[config.mk]
export PLATFORM = sky130hd
export DESIGN_NAME = dffen_wr_arb_flat
export DESIGN_NICKNAME = d
export VERILOG_FILES = /design/src/rtl/dffen_wr_arb_if.sv /design/src/rtl/dffen_wr_arb.sv /design/src/flat_wrapper.sv
export SDC_FILE = /design/constraint.sdc
export NUM_CORES = 1
export LEC_CHECK = 0
export ABC_AREA = 1
export CAP_MARGIN = 0
export CORE_ASPECT_RATIO = 2
export CORE_MARGIN = 10
export CORE_UTILIZATION = 40
export CTS_BUF_LIST = sky130_fd_sc_hd__clkbuf_16
export DETAILED_ROUTE_END_ITERATION = 12
export GPL_TIMING_DRIVEN = 0
export PLACE_DENSITY = 0.88
export SLEW_MARGIN = 30
export SYNTH_ARGS = -nofsm -noshare
export SYNTH_HDL_FRONTEND = slang
export SYNTH_SLANG_ARGS = --single-unit
export TNS_END_PERCENT = 20
[constraint.sdc]
create_clock -name clk -period 4.5 [get_ports clk]
set_input_delay 0.9 -clock clk [delete_from_list [all_inputs] [get_ports clk]]
set_output_delay 0.9 -clock clk [all_outputs]
set_load 0.02 [all_outputs]
[src/rtl/dffen_wr_arb_if.sv]
// Write-request bus between N requesters and the shared dffen arbiter.
interface dffen_wr_arb_if #(
  parameter int unsigned N = 4,
  parameter int unsigned W = 32
);
  localparam int unsigned IDW = $clog2(N);

  logic [N-1:0]   req_vld_i;
  logic [N*W-1:0] req_data_i;
  logic [N-1:0]   req_rdy_o;
  logic           en_o;
  logic [W-1:0]   d_o;
  logic [IDW-1:0] gnt_id_o;
  logic           busy_o;

  // Requester / register side
  modport master (
    output req_vld_i, req_data_i,
    input  req_rdy_o, en_o, d_o, gnt_id_o, busy_o
  );

  // Arbiter side
  modport slave (
    input  req_vld_i, req_data_i,
    output req_rdy_o, en_o, d_o, gnt_id_o, busy_o
  );
endinterface

[src/rtl/dffen_wr_arb.sv]
// Round-robin write arbiter with burst lock in front of a shared dffen.
// A winner keeps the grant for up to BURST beats; every lock ends with one
// release cycle (no write) before the pointer moves past the owner.
module dffen_wr_arb #(
  parameter int unsigned N     = 4,
  parameter int unsigned W     = 32,
  parameter int unsigned BURST = 4
) (
  input  logic           clk,
  input  logic           arst_n,
  dffen_wr_arb_if.slave  bus
);

  localparam int unsigned IDW = $clog2(N);
  localparam int unsigned CW  = $clog2(BURST) + 1;

  typedef enum logic {
    ST_ARB  = 1'b0,
    ST_LOCK = 1'b1
  } state_e;

  state_e         state_q, state_d;
  logic [IDW-1:0] ptr_q, ptr_d;
  logic [IDW-1:0] owner_q, owner_d;
  logic [CW-1:0]  cnt_q, cnt_d;

  logic           win_vld;
  logic [IDW-1:0] win_idx;
  logic [N-1:0]   rdy_c;
  logic [IDW-1:0] acc_idx;
  logic           acc;
  logic [W-1:0]   d_sel;

  // Increment an index with wrap N-1 -> 0
  function automatic logic [IDW-1:0] next_idx(input logic [IDW-1:0] i);
    if (32'(i) == N - 1) return '0;
    return i + IDW'(1);
  endfunction

  // First valid requester searching ptr, ptr+1, ... mod N
  always_comb begin
    int unsigned    j;
    logic [IDW-1:0] jj;
    win_vld = 1'b0;
    win_idx = '0;
    j       = 0;
    jj      = '0;
    for (int unsigned k = 0; k < N; k++) begin
      j = 32'(ptr_q) + k;
      if (j >= N) j = j - N;
      jj = IDW'(j);
      if (!win_vld && bus.req_vld_i[jj]) begin
        win_vld = 1'b1;
        win_idx = jj;
      end
    end
  end

  // Ready generation; all rdy forced low while reset is asserted
  always_comb begin
    rdy_c   = '0;
    acc_idx = win_idx;
    if (arst_n) begin
      unique case (state_q)
        ST_ARB: begin
          if (win_vld) rdy_c[win_idx] = 1'b1;
        end
        ST_LOCK: begin
          acc_idx = owner_q;
          if (cnt_q != CW'(BURST)) rdy_c[owner_q] = 1'b1;
        end
        default: rdy_c = '0;
      endcase
    end
  end

  assign acc = |(rdy_c & bus.req_vld_i);

  // Select the accepted writer's data slice
  always_comb begin
    d_sel = '0;
    for (int unsigned i = 0; i < N; i++) begin
      if (acc_idx == IDW'(i)) d_sel = bus.req_data_i[i*W +: W];
    end
  end

  assign bus.req_rdy_o = rdy_c;
  assign bus.en_o      = acc;
  assign bus.d_o       = acc ? d_sel : '0;
  assign bus.gnt_id_o  = acc ? acc_idx : '0;
  assign bus.busy_o    = (state_q == ST_LOCK);

  // Next-state: ARB grants and opens a lock, LOCK counts beats then releases
  always_comb begin
    state_d = state_q;
    ptr_d   = ptr_q;
    owner_d = owner_q;
    cnt_d   = cnt_q;
    unique case (state_q)
      ST_ARB: begin
        if (win_vld) begin
          if (BURST == 1) begin
            ptr_d = next_idx(win_idx);
          end else begin
            state_d = ST_LOCK;
            owner_d = win_idx;
            cnt_d   = CW'(1);
          end
        end
      end
      ST_LOCK: begin
        if (cnt_q != CW'(BURST) && bus.req_vld_i[owner_q]) begin
          cnt_d = cnt_q + CW'(1);
        end else begin
          state_d = ST_ARB;
          ptr_d   = next_idx(owner_q);
          cnt_d   = '0;
        end
      end
      default: state_d = ST_ARB;
    endcase
  end

  // State registers
  always_ff @(posedge clk or negedge arst_n) begin
    if (!arst_n) begin
      state_q <= ST_ARB;
      ptr_q   <= '0;
      owner_q <= '0;
      cnt_q   <= '0;
    end else begin
      state_q <= state_d;
      ptr_q   <= ptr_d;
      owner_q <= owner_d;
      cnt_q   <= cnt_d;
    end
  end

endmodule

[src/flat_wrapper.sv]
// flat-port wrapper written by rule: the top's interface ports become plain ports
module dffen_wr_arb_flat 
#(
  parameter int unsigned N     = 4,
  parameter int unsigned W     = 32,
  parameter int unsigned BURST = 4
)
  (clk, arst_n, bus_req_vld_i, bus_req_data_i, bus_req_rdy_o, bus_en_o, bus_d_o, bus_gnt_id_o, bus_busy_o);
  dffen_wr_arb_if #(.N(N), .W(W)) bus_i ();
  input  logic clk;
  input  logic arst_n;
  input wire logic [$bits(bus_i.req_vld_i)-1:0] bus_req_vld_i;
  input wire logic [$bits(bus_i.req_data_i)-1:0] bus_req_data_i;
  output wire logic [$bits(bus_i.req_rdy_o)-1:0] bus_req_rdy_o;
  output wire logic [$bits(bus_i.en_o)-1:0] bus_en_o;
  output wire logic [$bits(bus_i.d_o)-1:0] bus_d_o;
  output wire logic [$bits(bus_i.gnt_id_o)-1:0] bus_gnt_id_o;
  output wire logic [$bits(bus_i.busy_o)-1:0] bus_busy_o;
  assign bus_i.req_vld_i = bus_req_vld_i;
  assign bus_i.req_data_i = bus_req_data_i;
  assign bus_req_rdy_o = bus_i.req_rdy_o;
  assign bus_en_o = bus_i.en_o;
  assign bus_d_o = bus_i.d_o;
  assign bus_gnt_id_o = bus_i.gnt_id_o;
  assign bus_busy_o = bus_i.busy_o;
  dffen_wr_arb #(.N(N), .W(W), .BURST(BURST)) u_core (.clk(clk), .arst_n(arst_n), .bus(bus_i));
endmodule
* After elaboration in Yosys (flattened, before gate mapping)
Cells that the tools add are included.
** Word-level totals
- Bits in registers :: 8
- Input bits :: 134
- Output and inout bits :: 40
- Logic and storage cells :: 96
** Operators by class
- Add/sub/neg operators :: 9
- $lt $le $gt $ge :: 12
- Equality and inequality tests :: 6
- Mux-type cells :: 49
- Bitwise logic cells :: 3
- Reduce and logical (&&, ||, !) cells :: 13
** Operator list (number)
- 2-to-1 mux 32 bit :: 5
- 2-to-1 mux 2 bit :: 13
- less-than comparator 2 x 3 -> 1 bit (second input constant) :: 6
- 2-to-1 mux 1 bit :: 16
- 2-to-1 mux 4 bit :: 3
- binary-select mux 1 bit (select 2 bit) :: 5
- >= comparator 3 bit (second input constant) :: 3
- case mux 4 bit (2 select lines) :: 1
- subtractor 2 x 1 -> 2 bit (second input constant) :: 4
- adder 2 x 2 -> 3 bit (second input constant) :: 2
- equality test 2 bit (second input constant) :: 3
- logical AND 1 bit :: 6
- 2-to-1 mux 3 bit :: 2
- case mux 3 bit (2 select lines) :: 1
- bitwise AND 4 bit :: 1
- demux 1 bit (select 2 bit) :: 2
- >= comparator 2 x 1 -> 1 bit (second input constant) :: 2
- AND reduction 2 bit :: 2
- OR reduction 4 bit :: 1
- adder 2 x 1 -> 3 bit (second input constant) :: 1
- adder 3 x 1 -> 3 bit (second input constant) :: 1
- >= comparator 2 x 3 -> 1 bit (second input constant) :: 1
- logical NOT 1 bit :: 3
- != test 3 bit (second input constant) :: 1
- other kinds (6) :: 7

* Depth between registers and ports, before layout
Gate-level depths: netlist of run 1.
- Depth in word-level cells :: 24
- Mapped depth :: 18
- Mapped depth without buffers :: 17

* Worst setup path after synthesis of run 1
OpenSTA, ideal clock, no wires.
- Kind :: input to output
- Start :: in bus_req_vld_i[1]
- End :: out bus_d_o[0]
- Data arrival time :: 2.641 ns
- Data required time :: 3.600 ns
- Slack :: 0.959 ns
- Stages :: 14
- Buffers on the path :: 1
- Cell sequence :: inv_1 nand2_1 nand3_1 nand2_2 nor2_4 nand3_2 nand3_4 nand3_1 a21oi_2 nand2_1 nand2_1 nor2_4 buf_6 nor2_1
** Between the ends
- Longest elaborated chain between the ends :: 22
- Elaborated cells on any way between the ends :: 43
- Classes of those cells :: order compare: 2; eq/ne: 3; mux: 28; bitwise: 1; reduce/logical: 9
** Ends and longest elaborated chain
- from (decl) :: RTL line flat_wrapper.sv:12 : input wire logic [$bits(bus_i.req_vld_i)-1:0] bus_req_vld_i;
- binary-select mux 1 bit (select 2 bit) :: RTL line dffen_wr_arb.sv:52 : if (!win_vld && bus.req_vld_i[jj]) begin
- 2-to-1 mux 1 bit (implied by the code) :: RTL line dffen_wr_arb.sv:52
- 2-to-1 mux 1 bit :: RTL line dffen_wr_arb.sv:52
- logical NOT 1 bit :: RTL line dffen_wr_arb.sv:52
- logical AND 1 bit :: RTL line dffen_wr_arb.sv:52
- 2-to-1 mux 1 bit :: RTL line dffen_wr_arb.sv:52
- logical NOT 1 bit :: RTL line dffen_wr_arb.sv:52
- logical AND 1 bit :: RTL line dffen_wr_arb.sv:52
- [... 7 more ...]
- demux 1 bit (select 2 bit)
- 2-to-1 mux 4 bit * :: RTL line dffen_wr_arb.sv:66 : if (win_vld) rdy_c[win_idx] = 1'b1;
- case mux 4 bit (2 select lines) * :: RTL line dffen_wr_arb.sv:64 : unique case (state_q)
- 2-to-1 mux 4 bit * :: RTL line dffen_wr_arb.sv:63 : if (arst_n) begin
- named net bus_req_rdy_o[2] :: RTL line flat_wrapper.sv:14 : output wire logic [$bits(bus_i.req_rdy_o)-1:0] bus_req_rdy_o;
- bitwise AND 4 bit * :: RTL line dffen_wr_arb.sv:77 : assign acc = |(rdy_c & bus.req_vld_i);
- OR reduction 4 bit * :: RTL line dffen_wr_arb.sv:77
- 2-to-1 mux 32 bit * :: RTL line dffen_wr_arb.sv:89 : assign bus.d_o = acc ? d_sel : '0;
- to (decl) :: RTL line flat_wrapper.sv:16 : output wire logic [$bits(bus_i.d_o)-1:0] bus_d_o;
The timed path passes the listed nets; every way through them passes the cells marked *. The select of a mux whose other input is x is not followed.

* Final worst setup path of run 1
- Start :: in bus_req_vld_i[1]
- End :: out bus_d_o[13]
** Between the ends
- Longest elaborated chain between the ends :: 22
- Elaborated cells on any way between the ends :: 43
- Classes of those cells :: order compare: 2; eq/ne: 3; mux: 28; bitwise: 1; reduce/logical: 9
** Ends and longest elaborated chain (RTL line)
- binary-select mux 1 bit (select 2 bit) :: dffen_wr_arb.sv:52
- 2-to-1 mux 1 bit (implied by the code) :: dffen_wr_arb.sv:52
- 2-to-1 mux 1 bit :: dffen_wr_arb.sv:52
- logical NOT 1 bit :: dffen_wr_arb.sv:52
- logical AND 1 bit :: dffen_wr_arb.sv:52
- 2-to-1 mux 1 bit :: dffen_wr_arb.sv:52
- logical NOT 1 bit :: dffen_wr_arb.sv:52
- logical AND 1 bit :: dffen_wr_arb.sv:52
- [... 6 more ...]
- 2-to-1 mux 1 bit (implied by the code) :: dffen_wr_arb.sv:66
- demux 1 bit (select 2 bit)
- 2-to-1 mux 4 bit :: dffen_wr_arb.sv:66
- case mux 4 bit (2 select lines) :: dffen_wr_arb.sv:64
- 2-to-1 mux 4 bit :: dffen_wr_arb.sv:63
- bitwise AND 4 bit :: dffen_wr_arb.sv:77
- OR reduction 4 bit :: dffen_wr_arb.sv:77
- 2-to-1 mux 32 bit * :: dffen_wr_arb.sv:89
Mark *: on every way between the ends. The rest lies on a longest branch, timed or not. The select of a mux whose other input is x is not followed.

==> summary.md, run 1 <==
The run finished with clean final reports. After clock tree synthesis, the clock-pin slew on the worst setup and hold paths is 0.04 ns. Final count of pins violating max slew: 0. After synthesis, the largest family of logic cells by area is simple AND/OR/NAND/NOR gates.

Once detailed placement completed, the half-perimeter wirelength came to 10,900 um. Clock skew on the completed layout was measured at 0.00282 ns. In this run the mean area of a mapped cell was 5.62 sq um. In this run the power density over the cells is 853 mW/mm^2.

After filler insertion, the fill cell instance count of the layout stands at 575. The worst register-to-register path has a depth of 8. STA puts the critical path data arrival time at 3.43 ns. The largest delay contributor family on the critical path is simple AND/OR/NAND/NOR gates. The first global-routing pass estimated 19,700 um of wire.

Pin placement for this block handled 174 I/O pins. Cells fill 69.3% of the core in the end. The worst register-to-register path begins at u_core.ptr_q[0]. The tools report the launching element of the worst setup path as bus_req_vld_i[1]. Global routing used 23.7% of the available tracks across all layers.

The classification of the worst setup path is input pin to output port. Setup repair after global routing could not meet its margin everywhere. In the synthesized netlist, the number of instances is 458. The share of the Yosys chip area taken by registers is 7.78%. The share of the clock period used by the worst path after layout is 96.2%. The critical path goes through clkdlybuf4s50_1 -> inv_1 -> nand2_1 -> nand3_2 -> nand2_2 -> nor2_4 -> nand3_2 -> nand3_4 -> nand2_4 -> nand2_8 -> nor2_8 -> buf_12 -> nand2_2 -> nand3_2 -> o21ai_2 -> nor2_2 -> dlygate4sd2_1.

The number of buffers and inverters on the critical path is 4. The run gives 2.21 nW as the leakage power figure. The logs give 1 for the number of levels in the clock H-tree and 14 for the maximum number of pins on one net before global-route repair. The top fanout value on the critical path was 10.

The clock net in this run drives a total of 8 sinks. For the final weighted congestion in routability-driven placement, the log shows 0.927. In this run the standard cell core region covers 0.00631 sq mm. Counting flops and latches in the post-synthesis netlist gives 8. STA classifies the critical path endpoint as an output port. Following the worst setup path forward leads to its endpoint at bus_d_o[13]. At the end of the flow, the number of nets in the layout was 777.

The clock passes through at most 2 buffers. The detailed-route via count was 3,610. The number of failing setup endpoints in the final timing report came out at 0. Counting stages on the worst path, the most repeated cell is nand3_2. In this run the core area contains 41 standard-cell rows. The remaining number of nets flagged by the antenna check after routing was 0. TritonCTS built the clock tree. The synthesized netlist occupies a cell area of 0.00257 sq mm. Yosys mapped the design onto 38 distinct sky130hd cell types. The worst setup path is launched from an input pin. Across the run, the number of max-cap violations was 0. The number of antenna violations at the first check in global routing was 0; the clock period minus final worst setup slack was 4.33 ns.

The clock reaches the later pin of the worst-skew pair after 0.23 ns. The number of synthesized flops with an enable pin came out at 0. Of the total synthesized cell area, the portion taken by XOR and XNOR cells is 0.340%. Setup slack on the worst reg-to-reg path comes out at 2.88 ns.

The area growth from synthesis to layout is 70.0%. In the routed layout, each cell is associated on average with a via count of 5.01. For this run, the slowest stage of the critical path takes 0.52 ns.

The run gives 717 as the count of placed standard cells including taps. Among all flip-flop cells after synthesis, the most frequent one is dfrtp_1. After Yosys synthesis, and, or, nand and nor cells account for 63.2% of the synthesized area. The tools report the number of buffers inserted during clock tree synthesis as 3.

Type of the most critical hold path: flip-flop to flip-flop. For this design, the slowest cell found on the critical path is clkdlybuf4s50_1. Summing the areas of all compound-gate instances in the mapped netlist gives 11.4% of the synthesized area. In the synthesized netlist the async set-or-reset flop fraction comes to 100%. Multiplexer cells account for 0% of the synthesized area. Measured against its own limit, the worst slew margin works out to 61.1%. The first TritonRoute pass finished after 5 iterations.

The count of synthesis-stage warnings from yosys is 0, and the fraction of layout cells with a size suffix above 1 is 20.6%. 0 antenna diodes ended up in the layout. The wire length per cell was 17.8 um.

The number of nets handed over by synthesis was 598. In this run the critical register-to-register path is captured at u_core.cnt_q[0]. In this run, post-CTS hold repair placed 0 buffers.

After Yosys synthesis, full adders, half adders and majority gates account for 2.92% of the synthesized area. The total overflow left after global routing is 0. The finished layout holds 721 standard cells, fillers aside. The routed design has 12,900 um of wire.

The critical path depth in cells was 17; the number of design rule violations left after detail routing was 0. The logs give 0.231 GHz for the achievable frequency and 0 ns for the setup total negative slack. The cell at the root of the clock tree was clkbuf_16.

Once the floorplan was initialized, standard cells occupied 40.8% of the core. The horizontal die dimension works out to 76.7 um. For this block, the initial DRC count from the detailed router was 192. At the pin with the least slew margin, the transition time is 0.584 ns. The run gives 711 uV as the worst voltage drop across the vdd grid. From bottom edge to top edge, the die measures 133 um.

The floorplan step defined a die boundary enclosing 0.0102 sq mm. Port buffering added 173 buffers. The run gives 3,544 as the via count of the first global-routing pass.

Data on the critical path is required at its endpoint by 3.60 ns. The run gives 0 as the number of endpoints with negative hold slack in the final report.
[sequential cells by signal (all words and copies together), names as in the netlist]
name	cells
u_core.bus.busy_o	1
u_core.owner_q	2
u_core.ptr_q	2
u_core.cnt_q	3
[synthesized netlist by cell type (2+ instances only)]
| cell | n | area share, % |
|---|---|---|
| o21ai_1 | 13 | 2.5 |
| nand3_1 | 36 | 7.0 |
| or2_0 | 21 | 5.1 |
| nand2_4 | 3 | 1.3 |
| or2_1 | 3 | 0.73 |
| o21ai_0 | 18 | 3.5 |
| buf_4 | 3 | 0.87 |
| buf_6 | 5 | 2.2 |
| nor2_2 | 12 | 2.9 |
| inv_1 | 46 | 6.7 |
| nand3b_1 | 9 | 2.6 |
| inv_2 | 4 | 0.58 |
| dfrtp_1 | 8 | 7.8 |
| ha_1 | 6 | 2.9 |
| nand2_1 | 159 | 23 |
| buf_12 | 2 | 1.6 |
| or2_2 | 11 | 2.7 |
| a21oi_1 | 6 | 1.2 |
| nor2_4 | 2 | 0.87 |
| nand3_2 | 11 | 4.3 |
| nand2_2 | 22 | 5.3 |
| clkbuf_2 | 3 | 0.58 |
| o21ai_2 | 5 | 1.7 |
| buf_2 | 6 | 1.2 |
| nor2_1 | 30 | 4.4 |
| nand4_1 | 2 | 0.49 |
[cell usage in the layout (no fill, tap or decap), types with 2 or more instances in the layout]
master	netlist	routed
a21oi_1	6	6
buf_12	2	2
buf_2	6	3
buf_4	3	6
buf_6	5	5
clkbuf_16	0	3
clkbuf_2	3	31
clkdlybuf4s15_1	0	5
clkdlybuf4s50_1	0	137
dfrtp_1	8	8
dlygate4sd2_1	0	4
ha_1	6	6
inv_1	46	46
inv_2	4	4
nand2_1	159	158
nand2_2	22	23
nand2_4	3	3
nand3_1	36	35
nand3_2	11	12
nand3b_1	9	9
nand4_1	2	2
nor2_1	30	29
nor2_2	12	13
nor2_4	2	2
o21ai_0	18	17
o21ai_1	13	14
o21ai_2	5	5
or2_0	21	21
or2_1	3	3
or2_2	11	11
[power breakdown]
part / switching [mW] / leakage (nW) / internal, mW
Clock: 0.0363 / 0.0370 / 0.115
Combinational: 2.14 / 2.08 / 1.29
Sequential: 0.0472 / 0.0974 / 0.106
[per-stage QoR]
stage          total power, mW  hold slack, ns  cell area (sq um)  worst slack [ns]
3_3_place_gp              3.65           0.504               4410            -0.407
6_report                  3.73           0.537               4370             0.170
3_5_place_dp              3.71           0.523               4410            -0.466
4_1_cts                   3.75           0.530               4460            0.0916
2_1_floorplan             2.58           0.491               2570             0.959
5_1_grt                   4.08           0.535               4370           -0.0475
[repair_timing]
action / in CTS / in global routing
gates resized for setup: 40 / 63
pin swaps: 1 / 1
setup buffers: 1 / 0
setup endpoints to repair: 35 / 35
[worst register-to-register path: cells and delay by family, from the launching register on]
family | cells | cell delay [ns]
flops | 1 | 0.43
buf+inv | 1 | 0.16
compound gates | 1 | 0.12
simple gates | 6 | 0.79
[worst min-delay path by stage]
stage                     from               to  slack (ns)  cells after the start
6_report       u_core.cnt_q[1]  u_core.cnt_q[1]        0.54                      1
2_1_floorplan  u_core.cnt_q[1]  u_core.cnt_q[1]        0.49                      1
4_1_cts        u_core.cnt_q[1]  u_core.cnt_q[1]        0.53                      1
3_3_place_gp   u_core.cnt_q[1]  u_core.cnt_q[1]        0.50                      1
3_5_place_dp   u_core.cnt_q[1]  u_core.cnt_q[1]        0.52                      1
5_1_grt        u_core.cnt_q[1]  u_core.cnt_q[1]        0.54                      1
[cell type report]
type,count,area [sq um],share of cell area (%)
multi-input combinational,379,2010,46.0
sequential,8,200,4.58
buffer,21,191,4.38
timing repair buffer,174,1600,36.6
inverter,50,188,4.29
clock buffer,3,75.1,1.72
tap,86,108,2.46
[routing by layer]
metal,wire (um),track usage (%),up-vias
li1,-,-,1782
met2,7020,46.7,171
met3,861,4.92,21
met1,4710,24.1,1636
met4,257,5.61,0
met5,0,0,-
[logic make-up (layout without fill, tap and decap cells)]
group           count (synthesis)  in the layout
simple gates                  324            324
buf+inv                        71            248
compound gates                 48             48
flops                           8              8
fa+ha+maj                       6              6
xor+xnor                        1              1
Power figures use the tool's default switching activity.
==> run 2, diff against run 1 <==
==> constraint.sdc (replaced) <==
create_clock -name clk -period 4.5 [get_ports clk]
set_input_delay 0.9 -clock clk [delete_from_list [all_inputs] [get_ports clk]]
set_output_delay 0.9 -clock clk [all_outputs]
set_load 0.005 [all_outputs]
==> run 2 against run 1 <==
Net effect: sequential share of layout area fell by 0.29 points; clock-buffer cell count is the same; final cell count is 1.2% higher; largest power group unchanged.
==> summary.md, run 2 (synthesis gave the netlist of run 1 again) <==
The path depth of the worst reg2reg path is 10 (+2). The worst setup path is launched from an input pin. The count of inserted antenna diode cells is 0 (unchanged), and the footprint of the multi-input gates is 0.00205 sq mm (+1.8%).

The run gives 10,900 um (unchanged) as the half-perimeter wire length of the detailed placement result. The flow ran to the end, and the final reports show no timing, DRC or antenna violations. The global-route wire length before repair is 19,900 um (+0.73%), and the detailed-route via count is 3,682 (+2.0%). For the initial cell density of the core, the log shows 40.8% (unchanged). The largest buffer count on any clock path came out at 2 (unchanged). The fraction of layout cells with a size suffix above 1 is 19.3% (-1.4 points), and the tightest slew margin relative to the limit is 58.5% (-2.6 points). The achievable frequency is 0.232 GHz (+0.59%). Start point of the worst hold path: u_core.cnt_q[1]. The pre-CTS worst setup slack was -0.363 ns (+0.103 ns). For the maximum number of pins on one net before global-route repair, the log shows 14 (unchanged).

The number of buffers inserted during clock tree synthesis came out at 3 (unchanged). The power share of the combinational group was 92.1% (+0.3 points). The total iterations of the first detailed-routing run came out at 5 (unchanged). The signal on the critical path passes through dlygate4sd2_1 -> inv_1 -> nand2_2 -> nand3_2 -> nand2_2 -> nor2_4 -> nand3_2 -> nand3_4 -> nand3_1 -> a21oi_2 -> nand2_1 -> nand2_2 -> nor2_4 -> buf_12 -> buf_8 -> nor2_2 -> clkdlybuf4s50_1. The wire length per cell was 18.2 um (+2.0%); the number of design rule violations left after detail routing was 0 (unchanged). Critical path depth in cells: 17 (unchanged). The number of flip-flops under the largest register name was 3 (unchanged). The pin slew with the least headroom to its limit was 0.623 ns (+0.0391 ns).

The longest individual stage delay on the worst path came out at 0.52 ns (about the same). The net switching power of the design was 2.04 mW (-8.3%). Setup repair after global routing left no endpoint under its margin. The largest registers in the layout are u_core.cnt_q (3), u_core.owner_q (2), u_core.ptr_q (2).

The run gives 0 (unchanged) as the remaining number of nets flagged by the antenna check after routing. The worst setup path is of the input pin to output port kind. The startpoint identified for the worst register-to-register timing path is u_core.ptr_q[0]. The quantity of hold-fixing buffers added after cts was 0 (unchanged); the filler cell count in the final layout was 516 (-10%). Among cell families on the critical path, the largest total delay comes from buffers and inverters. The horizontal die dimension was 76.7 um (unchanged); the worst voltage drop across the vdd grid was 741 uV (+4.2%). The tools report the number of levels in the clock H-tree as 1 (unchanged). Top fanout value on the critical path: 7 (-3).

The cell that appears most often on the critical path is nand2_2. Among all stages on the critical path, the largest delay is contributed by clkdlybuf4s50_1. First-iteration detailed-routing DRC count: 212 (+10%). The via count of the first global-routing pass came out at 3,585 (+1.2%). The synthesis-to-finish area growth is 81.5%. The register with the most flip-flops in the final layout is u_core.cnt_q. TritonCTS built the clock tree.

The top-level port count came out at 174 (unchanged). The terminus of the critical flop-to-flop path is u_core.owner_q[0]. The number of buffers inserted by port buffering is 173 (unchanged). The clock-pin slew on the worst setup and hold paths is 0.04 ns (about the same), and the storage element area is 200 sq um (unchanged).

The tools report the leakage power figure as 2.28 nW (+3.2%). CTS placed an instance of clkbuf_16 at the clock tree root. The number of failing setup endpoints in the final timing report was 0 (unchanged); the final count of pins violating max slew was 0 (unchanged).

The final non-filler cell area is 0.00467 sq mm (+6.8%). For the sequential share of power, the log shows 4.0% (about the same). The tools report the number of maximum-capacitance constraint violations as 0 (unchanged). The core occupancy in the finished layout is 74.0% (+4.7 points). The worst path setup slack after routing is 0.195 ns (+0.0253 ns), and the placement row count is 41 (unchanged).

The number of antenna violations at the first check in global routing came out at 0 (unchanged). The clock tree skew after final layout was 0.00409 ns (+0.00127 ns); the vertical die dimension was 133 um (unchanged). The tools report the endpoint with the worst hold slack as u_core.cnt_q[1]. The area after detailed placement is 0.00441 sq mm (unchanged), and the share of the clock period used by the worst path after layout is 95.7% (-0.56 points). The via-per-instance ratio was 5.04 (+0.74%); the power density over the cells was 832 mW/mm^2 (-2.5%).

The arrival time of the worst setup path came out at 3.40 ns (-0.03 ns). Internal power summed over all cells: 1.84 mW (+22%). The worst setup path is captured at an output port. The number of stages on the worst hold path was 1 (unchanged); the required time of the critical path was 3.60 ns (about the same). The number of sinks on the clock net is 8 (unchanged). The final net count is 786 (+1.2%), and the leftover overflow at the end of global routing is 0 (unchanged). The total length of routed wires was 13,300 um (+3.2%).

The clock insertion delay at the later pin of the skew report is 0.23 ns (about the same). The library cell used most frequently in the layout, excluding fill and tap cells, is clkdlybuf4s50_1. The tools report the final weighted congestion in routability-driven placement as 0.927 (unchanged).

The area of the die was 0.0102 sq mm (unchanged). The library cells used most frequently in the layout, excluding fill and tap cells, are clkdlybuf4s50_1 (166), nand2_1 (154), inv_1 (45). The worst hold path belongs to the class flip-flop to flip-flop. Clock period minus final worst setup slack: 4.30 ns (-0.0253 ns). The number of buffers and inverters on the critical path was 5 (+1). For the global routing usage summed across all routing layers, the log shows 23.9% (+0.14 points). The switching part of the total was 52.5% (-7.1 points).

The proportion of power drawn by the clock network is 3.9% (about the same), and the slack of the worst reg-to-reg path is 2.81 ns (-0.07 ns). The tools report the number of endpoints with negative hold slack in the final report as 0 (unchanged). The logs give 3.89 mW (+4.1%) for the final total power and 0.00631 sq mm (unchanged) for the area of the core. Setup total negative slack: 0 ns (unchanged).
==> run 2: changes by cell type in the layout (fill, tap and decap cells not counted), moves of 2 or more <==
| cell | change |
|---|---|
| dlymetal6s2s_1 | +4 |
| clkdlybuf4s15_1 | -5 |
| o21ai_1 | -4 |
| dlygate4sd2_1 | -2 |
| clkbuf_2 | -27 |
| clkdlybuf4s50_1 | +29 |
| buf_6 | +2 |
| o21ai_2 | +4 |
| nand2_2 | +4 |
| buf_4 | +6 |
| nand2_1 | -4 |
==> run 2: power by group through the flow <==
stage / registers (mW) / clock network (mW) / logic, mW
floorplan: 0.141 / 0 / 2.17
global placement: 0.151 / 0 / 3.23
detailed placement: 0.152 / 0 / 3.29
CTS: 0.153 / 0.151 / 3.41
global route: 0.159 / 0.156 / 3.91
finish: 0.155 / 0.152 / 3.58
==> run 2: cell type report <==
cell class,count,share of cell area (%)
Sequential cell,8,4.29
Inverter,50,4.02
Timing Repair Buffer,183,39.4
Buffer,21,4.53
Clock buffer,3,1.61
Multi-Input combinational cell,379,43.9
Tap cell,86,2.30
==> run 2: worst max path at each step <==
| stage | slack (ns) | start | endpoint |
|---|---|---|---|
| after global placement | -0.30 | arst_n | bus_d_o[8] |
| after detailed placement | -0.36 | arst_n | bus_d_o[8] |
| final | 0.20 | bus_req_vld_i[3] | bus_d_o[8] |
| after global routing | 0.02 | bus_req_vld_i[3] | bus_d_o[8] |
| after CTS | -0.008 | bus_req_vld_i[2] | bus_d_o[0] |
| after floorplan | 1.27 | bus_req_vld_i[1] | bus_d_o[11] |
==> run 2: worst reg2reg max path: cells and delay by family, from the launching register on <==
| family | cells | cell delay (ns) |
|---|---|---|
| AOI/OAI and AO/OA | 2 | 0.25 |
| and+or+nand+nor | 6 | 0.52 |
| DFF | 1 | 0.44 |
| buffers and inverters | 2 | 0.33 |
==> run 2: per-layer routing <==
metal	global-route usage [%]	up-vias	part of all wire [%]
met3	5.12	23	6.8
met1	24.0	1686	36
li1	-	1800	-
met2	47.1	173	55
met5	0	-	0
met4	6.13	0	2.5
==> run 2: what timing repair did <==
action / in CTS / in global routing
hold endpoints to repair: 0 / 0
pin swaps: 4 / 6
cloned: 0 / 1
buffers inserted: 5 / 4
gates resized for setup: 16 / 19
endpoints found under the setup margin: 34 / 35
==> run 2: per-stage QoR <==
step | instances | hold slack (ns)
after detailed placement | 717 | 0.523
after global routing | 730 | 0.535
final | 730 | 0.531
after floorplan | 458 | 0.491
after global placement | 717 | 0.504
after CTS | 725 | 0.530
